===== config.mk =====
export PLATFORM = sky130hd
export DESIGN_NAME = channel_vector_sequencer
export DESIGN_NICKNAME = d
export VERILOG_FILES = /design/src/rtl/channel_vector_sequencer_pkg.sv /design/src/rtl/channel_vector_sequencer_row_select.sv /design/src/rtl/channel_vector_sequencer.sv
export SDC_FILE = /design/constraint.sdc
export NUM_CORES = 1
export LEC_CHECK = 0
export BUFFER_PORTS_ARGS = -buffer_cell sky130_fd_sc_hd__buf_2
export CORE_ASPECT_RATIO = 0.5
export CORE_UTILIZATION = 55
export CTS_BUF_LIST = sky130_fd_sc_hd__clkbuf_4 sky130_fd_sc_hd__clkbuf_8
export DETAILED_ROUTE_END_ITERATION = 12
export GPL_ROUTABILITY_DRIVEN = 0
export PLACE_DENSITY = 0.84
export REMOVE_ABC_BUFFERS = 1
export SYNTH_ARGS = -nofsm -noshare
export SYNTH_HDL_FRONTEND = slang
export SYNTH_HIERARCHICAL = 1
export SYNTH_SLANG_ARGS = --single-unit

===== constraint.sdc =====
create_clock -name Clk_CI -period 3.6 [get_ports Clk_CI]
set_clock_uncertainty 0.2 [all_clocks]
set_input_delay 1.08 -clock Clk_CI [delete_from_list [all_inputs] [get_ports Clk_CI]]
set_output_delay 1.08 -clock Clk_CI [all_outputs]
set_load 0.02 [all_outputs]

===== src/rtl/channel_vector_sequencer_pkg.sv =====
// -----------------------------------------------------------------------------
// channel_vector_sequencer_pkg
// Shared definitions for the channel vector sequencer:
//   - HV_DIMENSION / INPUT_CHANNELS default geometry
//   - ceil_log2 helper for index widths
//   - iM / projM_pos / projM_neg tables and their *_WIDTH
//   - FSM state encoding (IDLE=0, RUN=1)
//   - rotr: cyclic right rotation used when CHANNEL_VECTORS_ROTATE_EN is
//     defined (tables then only contribute their row 0 as a seed)
// -----------------------------------------------------------------------------
package channel_vector_sequencer_pkg;

  localparam int HV_DIMENSION   = 16;
  localparam int INPUT_CHANNELS = 4;

  // Minimum result of 1 keeps a single-channel configuration from
  // producing a zero-width index.
  function automatic int ceil_log2(input int n);
    int r;
    r = 1;
    while ((1 << r) < n) r = r + 1;
    return r;
  endfunction

  localparam int IM_WIDTH        = HV_DIMENSION;
  localparam int PROJM_POS_WIDTH = HV_DIMENSION;
  localparam int PROJM_NEG_WIDTH = HV_DIMENSION;

  localparam logic [IM_WIDTH-1:0] IM_TABLE [INPUT_CHANNELS] =
    '{16'h1111, 16'h2222, 16'h3333, 16'h4444};
  localparam logic [PROJM_POS_WIDTH-1:0] PROJM_POS_TABLE [INPUT_CHANNELS] =
    '{16'h11EE, 16'h22DD, 16'h33CC, 16'h44BB};
  localparam logic [PROJM_NEG_WIDTH-1:0] PROJM_NEG_TABLE [INPUT_CHANNELS] =
    '{16'hEE11, 16'hDD22, 16'hCC33, 16'hBB44};

  typedef enum logic {
    IDLE = 1'b0,
    RUN  = 1'b1
  } state_e;

  // Rotate right by r (r < HV_DIMENSION): bit i of the result is v[(i+r) mod W].
  function automatic logic [HV_DIMENSION-1:0] rotr(
    input logic [HV_DIMENSION-1:0] v,
    input int unsigned             r
  );
    logic [2*HV_DIMENSION-1:0] d;
    d = {v, v} >> r;
    return d[HV_DIMENSION-1:0];
  endfunction

endpackage


===== src/rtl/channel_vector_sequencer_row_select.sv =====
// -----------------------------------------------------------------------------
// channel_vector_row_select
// Combinational row fetch for one modality: given a row index, returns the
// iM, projM_pos and projM_neg hypervectors of that row.
// Build option CHANNEL_VECTORS_ROTATE_EN: instead of a table lookup, the
// row-0 seed of each table is rotated right by the row index.
// Ports:
//   row_i  in  CH_W   row index (already reduced modulo NUM_CHANNELS)
//   im_o   out WIDTH  item-memory vector
//   pos_o  out WIDTH  positive projection vector
//   neg_o  out WIDTH  negative projection vector
// -----------------------------------------------------------------------------
module channel_vector_row_select
  import channel_vector_sequencer_pkg::*;
#(
  parameter int WIDTH = HV_DIMENSION,
  parameter int CH_W  = 2
) (
  input  logic [CH_W-1:0]  row_i,
  output logic [WIDTH-1:0] im_o,
  output logic [WIDTH-1:0] pos_o,
  output logic [WIDTH-1:0] neg_o
);

`ifdef CHANNEL_VECTORS_ROTATE_EN
  assign im_o  = WIDTH'(rotr(IM_TABLE[0],        32'(row_i)));
  assign pos_o = WIDTH'(rotr(PROJM_POS_TABLE[0], 32'(row_i)));
  assign neg_o = WIDTH'(rotr(PROJM_NEG_TABLE[0], 32'(row_i)));
`else
  assign im_o  = WIDTH'(IM_TABLE[row_i]);
  assign pos_o = WIDTH'(PROJM_POS_TABLE[row_i]);
  assign neg_o = WIDTH'(PROJM_NEG_TABLE[row_i]);
`endif

endmodule


===== src/rtl/channel_vector_sequencer.sv =====
// -----------------------------------------------------------------------------
// channel_vector_sequencer
// On Start, sweeps NUM_CHANNELS steps and, for each of NUM_MODS modalities,
// presents the iM / projM_pos / projM_neg vectors of row
// (base_m + step) mod NUM_CHANNELS on a registered valid/ready stream.
// Build option CHANNEL_VECTORS_ROTATE_EN selects seed rotation instead of
// table lookup (see channel_vector_row_select); timing is identical.
// Ports:
//   Clk_CI, Reset_RBI           clock, asynchronous active-low reset
//   Start_SI                    start a sweep (IDLE only)
//   Clear_SI                    synchronous abort to IDLE, highest priority
//   ChannelBase_DI              per-modality start channel, slice m*CH_W
//   Ready_SI                    downstream ready
//   Valid_SO, Last_SO           beat valid, final beat marker
//   Channel_DO                  sweep step of the current beat
//   CellValueOut_DO             iM vectors, slice m*WIDTH
//   projM_pos_DO, projM_neg_DO  projection vectors, slice m*WIDTH
//   Busy_SO                     high while sweeping
//   Done_SO                     one-cycle pulse after the last beat transfers
// -----------------------------------------------------------------------------
module channel_vector_sequencer
  import channel_vector_sequencer_pkg::*;
#(
  parameter int WIDTH        = HV_DIMENSION,
  parameter int NUM_MODS     = 3,
  parameter int NUM_CHANNELS = INPUT_CHANNELS,
  parameter int CH_W         = ceil_log2(NUM_CHANNELS)
) (
  input  logic                       Clk_CI,
  input  logic                       Reset_RBI,
  input  logic                       Start_SI,
  input  logic                       Clear_SI,
  input  logic [NUM_MODS*CH_W-1:0]   ChannelBase_DI,
  input  logic                       Ready_SI,
  output logic                       Valid_SO,
  output logic                       Last_SO,
  output logic [CH_W-1:0]            Channel_DO,
  output logic [NUM_MODS*WIDTH-1:0]  CellValueOut_DO,
  output logic [NUM_MODS*WIDTH-1:0]  projM_pos_DO,
  output logic [NUM_MODS*WIDTH-1:0]  projM_neg_DO,
  output logic                       Busy_SO,
  output logic                       Done_SO
);

  localparam logic [CH_W:0]   N_EXT     = (CH_W+1)'(NUM_CHANNELS);
  localparam logic [CH_W-1:0] LAST_STEP = CH_W'(NUM_CHANNELS - 1);

  state_e                      state_q, state_d;
  logic [CH_W-1:0]             step_q, step_d;
  logic [NUM_MODS*CH_W-1:0]    base_q, base_d;
  logic                        done_q, done_d;
  logic [NUM_MODS*WIDTH-1:0]   im_q, im_d, pos_q, pos_d, neg_q, neg_d;

  logic                        load;
  logic [NUM_MODS*CH_W-1:0]    base_in_red;
  logic [NUM_MODS*CH_W-1:0]    sel_base;
  logic [CH_W-1:0]             sel_step;
  logic [NUM_MODS*WIDTH-1:0]   im_sel, pos_sel, neg_sel;

  // In IDLE the registers are loaded for step 0 from the incoming bases;
  // in RUN they are loaded for the following step from the latched bases.
  assign sel_base = (state_q == IDLE) ? base_in_red : base_q;
  assign sel_step = (state_q == IDLE) ? '0 : CH_W'(step_q + 1'b1);

  for (genvar m = 0; m < NUM_MODS; m++) begin : g_mod
    logic [CH_W:0]   in_ext;
    logic [CH_W:0]   sum;
    logic [CH_W-1:0] row;

    // Bases are reduced once on entry so that base + step < 2*NUM_CHANNELS
    // and one conditional subtraction completes the wrap.
    assign in_ext = {1'b0, ChannelBase_DI[m*CH_W +: CH_W]};
    assign base_in_red[m*CH_W +: CH_W] =
      (in_ext >= N_EXT) ? CH_W'(in_ext - N_EXT) : in_ext[CH_W-1:0];

    assign sum = {1'b0, sel_base[m*CH_W +: CH_W]} + {1'b0, sel_step};
    assign row = (sum >= N_EXT) ? CH_W'(sum - N_EXT) : sum[CH_W-1:0];

    channel_vector_row_select #(
      .WIDTH (WIDTH),
      .CH_W  (CH_W)
    ) u_row_select (
      .row_i (row),
      .im_o  (im_sel[m*WIDTH +: WIDTH]),
      .pos_o (pos_sel[m*WIDTH +: WIDTH]),
      .neg_o (neg_sel[m*WIDTH +: WIDTH])
    );
  end

  always_comb begin
    state_d = state_q;
    step_d  = step_q;
    base_d  = base_q;
    done_d  = 1'b0;
    load    = 1'b0;

    case (state_q)
      IDLE: begin
        if (Start_SI) begin
          state_d = RUN;
          step_d  = '0;
          base_d  = base_in_red;
          load    = 1'b1;
        end
      end
      RUN: begin
        if (Ready_SI) begin
          if (step_q == LAST_STEP) begin
            state_d = IDLE;
            step_d  = '0;
            done_d  = 1'b1;
          end else begin
            step_d = CH_W'(step_q + 1'b1);
            load   = 1'b1;
          end
        end
      end
      default: state_d = IDLE;
    endcase

    // Abort overrides everything; vector registers keep their contents.
    if (Clear_SI) begin
      state_d = IDLE;
      step_d  = '0;
      base_d  = base_q;
      done_d  = 1'b0;
      load    = 1'b0;
    end

    im_d  = load ? im_sel  : im_q;
    pos_d = load ? pos_sel : pos_q;
    neg_d = load ? neg_sel : neg_q;
  end

  always_ff @(posedge Clk_CI or negedge Reset_RBI) begin
    if (!Reset_RBI) begin
      state_q <= IDLE;
      step_q  <= '0;
      base_q  <= '0;
      done_q  <= 1'b0;
      im_q    <= '0;
      pos_q   <= '0;
      neg_q   <= '0;
    end else begin
      state_q <= state_d;
      step_q  <= step_d;
      base_q  <= base_d;
      done_q  <= done_d;
      im_q    <= im_d;
      pos_q   <= pos_d;
      neg_q   <= neg_d;
    end
  end

  assign Valid_SO        = (state_q == RUN);
  assign Busy_SO         = (state_q == RUN);
  assign Last_SO         = (state_q == RUN) && (step_q == LAST_STEP);
  assign Channel_DO      = step_q;
  assign Done_SO         = done_q;
  assign CellValueOut_DO = im_q;
  assign projM_pos_DO    = pos_q;
  assign projM_neg_DO    = neg_q;

endmodule

# ---- Word level (Yosys, flattened, before mapping)
# Index checks and enable logic that the tools add are counted.
dict set report op_classes {
  n_bitwise 5
  n_reduce_logical 3
  n_mux 52
  addsub 10
  magnitude_cmp 9
  eq_ne 3
}
# operator count
set ops {}
lappend ops {{16-bit binary-select mux with 2-bit select} 9}
lappend ops {{16-bit two-way mux} 18}
lappend ops {{2-bit two-way mux} 11}
lappend ops {{3-bit greater-or-equal comparator (second input constant)} 6}
lappend ops {{2-bit by 1-bit subtractor with 2-bit output (second input constant)} 6}
lappend ops {{1-bit two-way mux} 10}
lappend ops {{2-bit by 2-bit adder with 3-bit output} 3}
lappend ops {{2-bit by 3-bit greater-or-equal comparator with 1-bit output (second input constant)} 3}
lappend ops {{2-bit NOT with 3-bit output} 3}
lappend ops {{6-bit two-way mux} 1}
lappend ops {{3-bit inequality test (second input constant)} 2}
lappend ops {{1-bit one-hot mux with 2 select lines} 2}
lappend ops {{2-bit one-hot mux with 2 select lines} 1}
lappend ops {{3-bit AND reduction} 1}
lappend ops {{2-bit by 1-bit adder with 2-bit output (second input constant)} 1}
lappend ops {{2-bit == test (second input constant)} 1}
lappend ops {{1-bit NOT} 2}
lappend ops {{2-bit AND reduction} 1}
lappend ops {{1-bit logical AND} 1}
dict set report word_totals {
  reg_bits 154
  output_inout_bits 150
}

# ---- Longest topological paths before layout
# Gate-level depths: netlist of run 1.
dict set report depth {
  ltp_word 10
  depth_mapped 10
  ltp_nobuf 8
}

# ---- Hierarchy
# Netlist of run 1, hierarchy kept.
# mod area_per_inst_um2 n_inst cells_each
set modules_own_cells {}
lappend modules_own_cells {channel_vector_sequencer 6209.7 1 358}
lappend modules_own_cells {channel_vector_row_select 401.6 3 54}

# ---- Worst setup path before layout of run 1
# Ideal clock, no wire load.
dict set report synth_timing {
  path_kind {input to register}
  startpoint {input port ChannelBase_DI[4]}
  endpoint {register neg_q[45], in the netlist projM_neg_DO[45]}
  slack_ps 553
  n_path_buf 1
  arrival_ps 2722
  stages 8
  path_cell_list {mux2_2 -> ha_1 -> xor2_1 -> inv_1 -> ha_1 -> inv_1 -> buf_4 -> mux2_4}
}
dict set report synth_between {
  elab_chain_len 10
  elab_cells_between_ends 12
  cone_classes {3 x add/sub; 2 x order compare; 6 x mux; 1 x bitwise}
}
# item line
set synth_rtl {}
lappend synth_rtl {{from (decl)} channel_vector_sequencer.sv:33} ;# input logic [NUM_MODS*CH_W-1:0] ChannelBase_DI,
lappend synth_rtl {{2-bit by 3-bit greater-or-equal comparator with 1-bit output / 2-bit by 1-bit subtractor with 2-bit output (equally long branches)} channel_vector_sequencer.sv:74} ;# (in_ext >= N_EXT) ? CH_W'(in_ext - N_EXT) : in_ext[CH_W-1:0];
lappend synth_rtl {{2-bit two-way mux (*)} channel_vector_sequencer.sv:74}
lappend synth_rtl {{6-bit two-way mux (*)} channel_vector_sequencer.sv:62} ;# assign sel_base = (state_q == IDLE) ? base_in_red : base_q;
lappend synth_rtl {{2-bit by 2-bit adder with 3-bit output (*)} channel_vector_sequencer.sv:76} ;# assign sum = {1'b0, sel_base[m*CH_W +: CH_W]} + {1'b0, sel_step};
lappend synth_rtl {{3-bit greater-or-equal comparator / 2-bit by 1-bit subtractor with 2-bit output (equally long branches)} channel_vector_sequencer.sv:77} ;# assign row = (sum >= N_EXT) ? CH_W'(sum - N_EXT) : sum[CH_W-1:0];
lappend synth_rtl {{2-bit two-way mux (*)} channel_vector_sequencer.sv:77}
lappend synth_rtl {{net g_mod[2].row[1]} channel_vector_sequencer.sv:68} ;# logic [CH_W-1:0] row;
lappend synth_rtl {{2-bit NOT with 3-bit output (not written as such) (*)} channel_vector_sequencer_row_select.sv:32} ;# assign neg_o = WIDTH'(PROJM_NEG_TABLE[row_i]);
lappend synth_rtl {{16-bit binary-select mux with 2-bit select (*)} channel_vector_sequencer_row_select.sv:32}
lappend synth_rtl {{16-bit two-way mux (not written as such) (*) (2 in a row)} channel_vector_sequencer_row_select.sv:32}
lappend synth_rtl {{net neg_sel[45]} channel_vector_sequencer.sv:58} ;# logic [NUM_MODS*WIDTH-1:0] im_sel, pos_sel, neg_sel;
lappend synth_rtl {{to (signal assigned)} channel_vector_sequencer.sv:151} ;# neg_q <= neg_d;
lappend synth_rtl {{to (decl)} channel_vector_sequencer.sv:52} ;# logic [NUM_MODS*WIDTH-1:0] im_q, im_d, pos_q, pos_d, neg_q, neg_d;
# Mark *: on every way through the listed nets, which the timed path passes. The rest lies on a longest branch. The select of a mux whose other input is x is not followed.
# A chain may end at the register's enable or synchronous reset.

# ---- Worst setup path after layout of run 1
dict set report layout_timing {
  startpoint {register state_q, in the netlist Busy_SO}
  endpoint {output port Last_SO}
}
dict set report layout_between {
  elab_chain_len 1
}
# item line
set layout_rtl {}
lappend layout_rtl {{from (decl)} channel_vector_sequencer.sv:48} ;# state_e state_q, state_d;
lappend layout_rtl {{from (signal assigned)} channel_vector_sequencer.sv:145} ;# state_q <= state_d;
lappend layout_rtl {{1-bit logical AND} channel_vector_sequencer.sv:157} ;# assign Last_SO = (state_q == RUN) && (step_q == LAST_STEP);
lappend layout_rtl {{to (decl)} channel_vector_sequencer.sv:36} ;# output logic Last_SO,
# No other way between the ends.

==> impl_results.md, run 1 <==
* Share of layout cells above drive strength 1 at 0.5937
* FP Rows at 29
* Antenna-violating nets left at 0
* H-tree levels at 4
* Area of the die at 13980 µm²
* Post-cts repair resize count at 0
* Starting Density at 0.5740
* Yosys top cell area share at 0.5197
* Lkg Pwr at roughly 4.1 nW
* Vias per std cell at roughly 4.7
* Top delay family on crit path: flip-flops
* Most common cell after layout, fill and taps aside: buf_2
* CP startpoint kind: flop
* Simple-gate share of the synthesized area at 0.01671
* Final TNS setup at 0 ns
* Worst setup EP type: output port
* TritonCTS clock tree: built
* Drt first pass iters at 9
* Max frequency at 347.4 MHz
* R2R setup slack at approximately 0.73 ns
* Num CTS Buffers at 17
* Drt initial violations at 135
* CP Class: flop to output port
* Setup bufs post-CTS at 0
* Max-slew violations at 0
* Crit path DAT at roughly 1.6 ns
* Crit-path cells: buf_4 -> and2_1 -> buf_2
* Design Area, Final at around 8000 µm²
* Worst path max stage delay at ~0.61 ns
* CP max-delay cell: dfrtp_1
* Drt drc at 5
* Initial antenna violation count at 0
* Boundary Pins at between 150 and 200
* Req. time, crit path at between 2 and 2.5 ns
* Hold crit path type: flop to flop
* Routed Wire Length at about 12000 µm
* Worst Path Max Fanout at 13
* Xor/xnor cell area share of the yosys netlist at 0.007087
* Share of the yosys chip area belonging to registers at 0.5197
* Mux contribution to synthesized area at 0.2643
* Hold EP: projM_neg_DO[8]
* Cts hold-fix bufs at 0
* CTS max path bufs at 2
* Skew-Pair Late Insertion Delay at just over 0.4 ns
* Nets at between 600 and 700
* Status: finished with violations
* Mapped cell area at approximately 7400 µm²
* Critical R2R Launch: Channel_DO[0]
* Ant diodes at 0
* RSZ-0062 raised after global routing: no
* Final total power at between 0.006 and 0.007 W
* CTS sink cnt at approximately 150
* Mean Syn Cell Area at 14.26 µm²
* Peak VDD IR at around 0.00038 V
* Global route overflow at 0
* IO buf count at 160
* Die Span Y at 84.10 µm
* First-pass GRT wire length at between 20000 and 25000 µm
* Startpoint of the worst hold path: projM_neg_DO[8]
* Worst-Margin Slew at between 0.6 and 0.7 ns
* FILL cells at between 900 and 1000
* Area Growth Syn to Fin at 7.408%
* Largest area contributor in the netlist: dfrtp_1
* Final Util at 0.6165
* Placed instance area at 7553 µm²
* Post-layout min period at roughly 2.9 ns
* Count of cell types in the netlist at 26
* Pwr per Cell Area at ~800 nW/µm²
* FF+latch count, synth at approximately 150
* Die W at 166.2 µm
* Commonest cells after routing, fill and taps aside: buf_2, dfrtp_1, mux2_2, mux2_4, conb_1
* Final worst-path cycle share at 0.7995
* Slew Limit Headroom at 0.5447
* Root Driver: clkbuf_8
* Yosys warning count at 6
* Reg-to-Reg End: projM_neg_DO[9]
* Routed WL per cell at about 16 µm
* Core outline area at 12920 µm²
* FF-to-FF path depth at 8
* Final setup viols at 0
* Final-report hold violation count at 0
* Worst Hold Depth at 1
* Post-synthesis adder-cell area fraction at 0.02869
* Failing checks: design-rule violations
* Cells after Synth at 520
* Total track usage at 0.1847
* Vias in the first global route at between 3000 and 4000
* Clock Pin Slew Worst Setup and Hold Paths at roughly 0.080 ns
* Post-detail-place hpwl at approximately 8500 µm
* Max-capacitance violation count at 0
* Buf/Inv on CP at 2
* Routed via count at ~3600
* Area contributors post-synth: dfrtp_1, mux2_2, buf_4
* Largest net degree at the start of global routing at 74
* Compound-Gate Fraction of Synth Area at 0.005569
* Largest family of logic cells by synthesized area: multiplexers
cells in the mapped netlist (all sizes together):
cell      n
a21oi     4
a22oi     1
a311oi    1
and2      1
and3b     1
and4bb    1
buf     146
clkbuf    1
conb      6
dfrtp   154
ha       17
inv      12
mux2    154
nor2      6
nor2b     2
nor3b     2
o21ai     1
or2       3
or3b      1
xnor2     3
xor2      3
how the worst max path moves through the flow:
stage / startpoint / endpoint / slack [ns] / cells after the start
global placement: ChannelBase_DI[2] / projM_pos_DO[21] / 0.41 / 8
global route: Channel_DO[0] / projM_pos_DO[1] / 0.52 / 8
finish: Busy_SO / Last_SO / 0.72 / 3
detailed placement: ChannelBase_DI[4] / projM_neg_DO[45] / 0.36 / 8
CTS: Busy_SO / Last_SO / 0.71 / 3
floorplan: Clear_SI / CellValueOut_DO[10] / -1.09 / 3
state kept, by name, indices dropped and copies added (netlist names):
| signal | count |
|---|---|
| Done_SO | 1 |
| projM_neg_DO | 48 |
| projM_pos_DO | 48 |
| base_q | 6 |
| CellValueOut_DO | 48 |
| Channel_DO | 2 |
| Busy_SO | 1 |
routing by layer:
layer  GRT usage  part of all wire  wire length (µm)
met5           0                 0                 0
met4     0.05947            0.0074                89
met3     0.03936             0.035               420
met2      0.3322              0.53              6325
met1      0.2242              0.43              5153
metrics by stage:
stage	instances	hold slack, ns	setup slack [ns]
2_1_floorplan	403	0.2750	-1.088
3_3_place_gp	741	0.2813	0.4148
3_5_place_dp	741	0.2877	0.3573
4_1_cts	773	0.3058	0.7142
5_1_grt	773	0.3183	0.5153
6_report	773	0.3016	0.7218
layout make-up:
type | count | area (µm²) | area share
Clock buffer | 20 | 269.0 | 0.03378
Clock inverter | 12 | 141.4 | 0.01775
Inverter | 12 | 45.04 | 0.005656
Multi-Input combinational cell | 237 | 2525 | 0.3170
Sequential cell | 154 | 3854 | 0.4839
Tap cell | 170 | 212.7 | 0.02671
Timing Repair Buffer | 168 | 917.1 | 0.1152
cell families (layout without fill, tap and decap cells):
family | Yosys count | in the layout
AND/OR/NAND/NOR | 17 | 17
XOR/XNOR | 6 | 6
multiplexers | 154 | 154
other | 6 | 36
AO/OA/AOI/OAI | 7 | 7
adder cells (fa/ha/maj) | 17 | 17
buffers and inverters | 159 | 212
flip-flops | 154 | 154
power breakdown:
part | internal [W] | switching, W | total [W]
combinational | 0.00107 | 0.00139 | 0.00246
sequential | 0.00232 | 0.000313 | 0.00264
clock | 0.000670 | 0.000644 | 0.00131
total | 0.00407 | 0.00235 | 0.00641
Power figures use the tool's default switching activity.
==> inputs of run 2 (changes only) <==
--- a/config.mk
+++ b/config.mk
@@ -7,11 +7,11 @@
 export LEC_CHECK = 0
 export BUFFER_PORTS_ARGS = -buffer_cell sky130_fd_sc_hd__buf_2
 export CORE_ASPECT_RATIO = 0.5
-export CORE_UTILIZATION = 55
+export CORE_UTILIZATION = 52
 export CTS_BUF_LIST = sky130_fd_sc_hd__clkbuf_4 sky130_fd_sc_hd__clkbuf_8
 export DETAILED_ROUTE_END_ITERATION = 12
 export GPL_ROUTABILITY_DRIVEN = 0
-export PLACE_DENSITY = 0.84
+export PLACE_DENSITY = 0.83
 export REMOVE_ABC_BUFFERS = 1
 export SYNTH_ARGS = -nofsm -noshare
 export SYNTH_HDL_FRONTEND = slang
==> constraint.sdc (replaced) <==
create_clock -name Clk_CI -period 2.5 [get_ports Clk_CI]
set_clock_uncertainty 0.2 [all_clocks]
set_input_delay 0.75 -clock Clk_CI [delete_from_list [all_inputs] [get_ports Clk_CI]]
set_output_delay 0.75 -clock Clk_CI [all_outputs]
set_load 0.02 [all_outputs]
==> impl_results.md, run 2 (synthesis gave the netlist of run 1 again) <==
* Most common cell after layout, fill and taps aside: buf_2
* Max frequency at slightly above 400 MHz
* RSZ-0062 raised after global routing: yes
* Design Area, Final at 8369 µm² (+5.1%)
* First-pass GRT wire length at 20110 µm (-0.41%)
* Max-capacitance violation count at 0 (unchanged)
* Clock Pin Slew Worst Setup and Hold Paths at 0.08 ns (about the same)
* Vias in the first global route at 3979 (+2.0%)
* Initial antenna violation count at 0 (unchanged)
* H-tree levels at 4 (unchanged)
* Final worst-path cycle share at 0.9857
* Total track usage at 0.1789 (-0.005829)
* Final setup margin at 0.03580 ns (-0.6860 ns)
* Worst setup EP type: output port
* Boundary Pins at 161 (unchanged)
* CTS sink cnt at 154 (unchanged)
* Final-report hold violation count at 0 (unchanged)
* DR WL met3 at 302 µm (-28%)
* CTS max path bufs at 2 (unchanged)
* Skew-Pair Late Insertion Delay at 0.43 ns (+0.02 ns)
* Max-slew violations at 0 (unchanged)
* Antenna-violating nets left at 0 (unchanged)
* Drt initial violations at 155 (+15%)
* Global route overflow at 0 (unchanged)
* IO buf count at 160 (unchanged)
* Post-detail-place hpwl at 9240 µm (+9.0%)
* Peak VDD IR at 0.0005150 V (+37%)
* Pwr per Cell Area at 1131 nW/µm² (+40%)
* Root Driver: clkbuf_8
* Commonest cells after routing, fill and taps aside: buf_2, dfrtp_1, mux2_2, mux2_4, conb_1
* Largest net degree at the start of global routing at 58 (-22%)
* Routed WL per cell at 15.21 µm (-1.9%)
* Vias per std cell at 4.623 (-1.4%)
* Worst Path Max Fanout at 7 (-6)
* Status: finished clean
* Placed instance area at 7896 µm² (+4.5%)
* Max Used Layer: met4
* Met1 wire length at 5289 µm (+2.6%)
* Cts hold-fix bufs at 0 (unchanged)
* WL met2 at 6711 µm (+6.1%)
* CP startpoint kind: flop
* CP Class: flop to output port
* Starting Density at 0.5397 (-0.03429)
* Lkg Pwr at 4.288 nW (+4.8%)
* Nets at 652 (+5.5%)
* Routed Wire Length at 12590 µm (+5.0%)
* Final setup viols at 0 (unchanged)
* TritonCTS clock tree: built
* Die Span Y at 86.44 µm (+2.8%)
* Post-layout min period at around 2.5 ns
* Crit path DAT at 1.51 ns (-0.09 ns)
* Req. time, crit path at 1.55 ns (-0.77 ns)
* Ant diodes at 0 (unchanged)
* Routed via count at 3828 (+5.7%)
* Worst-Margin Slew at 0.5621 ns (-0.1209 ns)
* Area Growth Syn to Fin at 12.88%
* Core outline area at 13740 µm² (+6.4%)
* Area of the die at 14770 µm² (+5.7%)
* FP Rows at 30 (+3.4%)
* Final TNS setup at 0 ns (unchanged)
* Share of layout cells above drive strength 1 at 0.6289 (+0.03523)
* Setup WS pre-CTS at -0.2601 ns (-0.6174 ns)
* Hold crit path type: input pin to async pin
* Num CTS Buffers at 17 (unchanged)
* Drt first pass iters at 4 (-5)
* Die W at 170.9 µm (+2.8%)
* Slew Limit Headroom at 0.6253 (+0.08062)
* Drt drc at 0 (-5)
run 2: cell type report:
type	instances	area (µm²)
fillers	1060	5369
clock buffers	20	269.0
well taps	192	240.2
flip-flops and latches	154	3855
inverters	12	45.04
multi-input cells	237	2566
repair buffers	202	1247
clock inverters	11	146.4
run 2: timing repair:
item / in CTS / in global routing
setup buffers: 1 / 1
pin swaps: 0 / 2
gates resized for setup: 3 / 8
hold endpoints to repair: 0 / 0
setup endpoints to repair: 51 / 62
run 2: final timing paths:
kind	from	endpoint	slack (ns)	cells after the start
setup / recovery	Busy_SO	Last_SO	0.04	4
hold / removal	Reset_RBI	projM_neg_DO[35]	0.08	1
setup reg to reg	Busy_SO	CellValueOut_DO[36]	0.12	7
hold reg to reg	projM_neg_DO[9]	projM_neg_DO[9]	0.30	1
max in group asynchronous	Reset_RBI	CellValueOut_DO[20]	1.40	2
min in group Clk_CI	projM_neg_DO[9]	projM_neg_DO[9]	0.30	1
run 2: where the power goes:
group / total, W / switching, W / internal (W)
logic: 0.00372 / 0.00205 / 0.00167
clock network: 0.00195 / 0.000906 / 0.00105
registers: 0.00379 / 0.000448 / 0.00335
run 2: per-layer routing:
metal | GRT usage | vias up
met2 | 0.3210 | 63
met4 | 0.08198 | 0
met1 | 0.2121 | 1958
met3 | 0.03288 | 25
li1 | - | 1782
met5 | 0 | -
run 2: worst max-delay path, cell delays in order (launching register included):
cell and delay (ns):
dfrtp_2 0.48, buf_4 0.17, buf_4 0.14, and2_1 0.15, buf_2 0.16
run 2: per-stage QoR:
| step | instances | total power [W] | util | hold WS, ns |
|---|---|---|---|---|
| 6_report | 828 | 0.009466 | 0.6092 | 0.07597 |
| 5_1_grt | 828 | 0.009981 | 0.6092 | 0.1020 |
| 4_1_cts | 827 | 0.009543 | 0.6060 | 0.08852 |
| 3_5_place_dp | 795 | 0.007561 | 0.5748 | 0.2870 |
| 3_3_place_gp | 795 | 0.007414 | 0.5748 | 0.2814 |
| 2_1_floorplan | 403 | 0.006155 | - | 0.2544 |
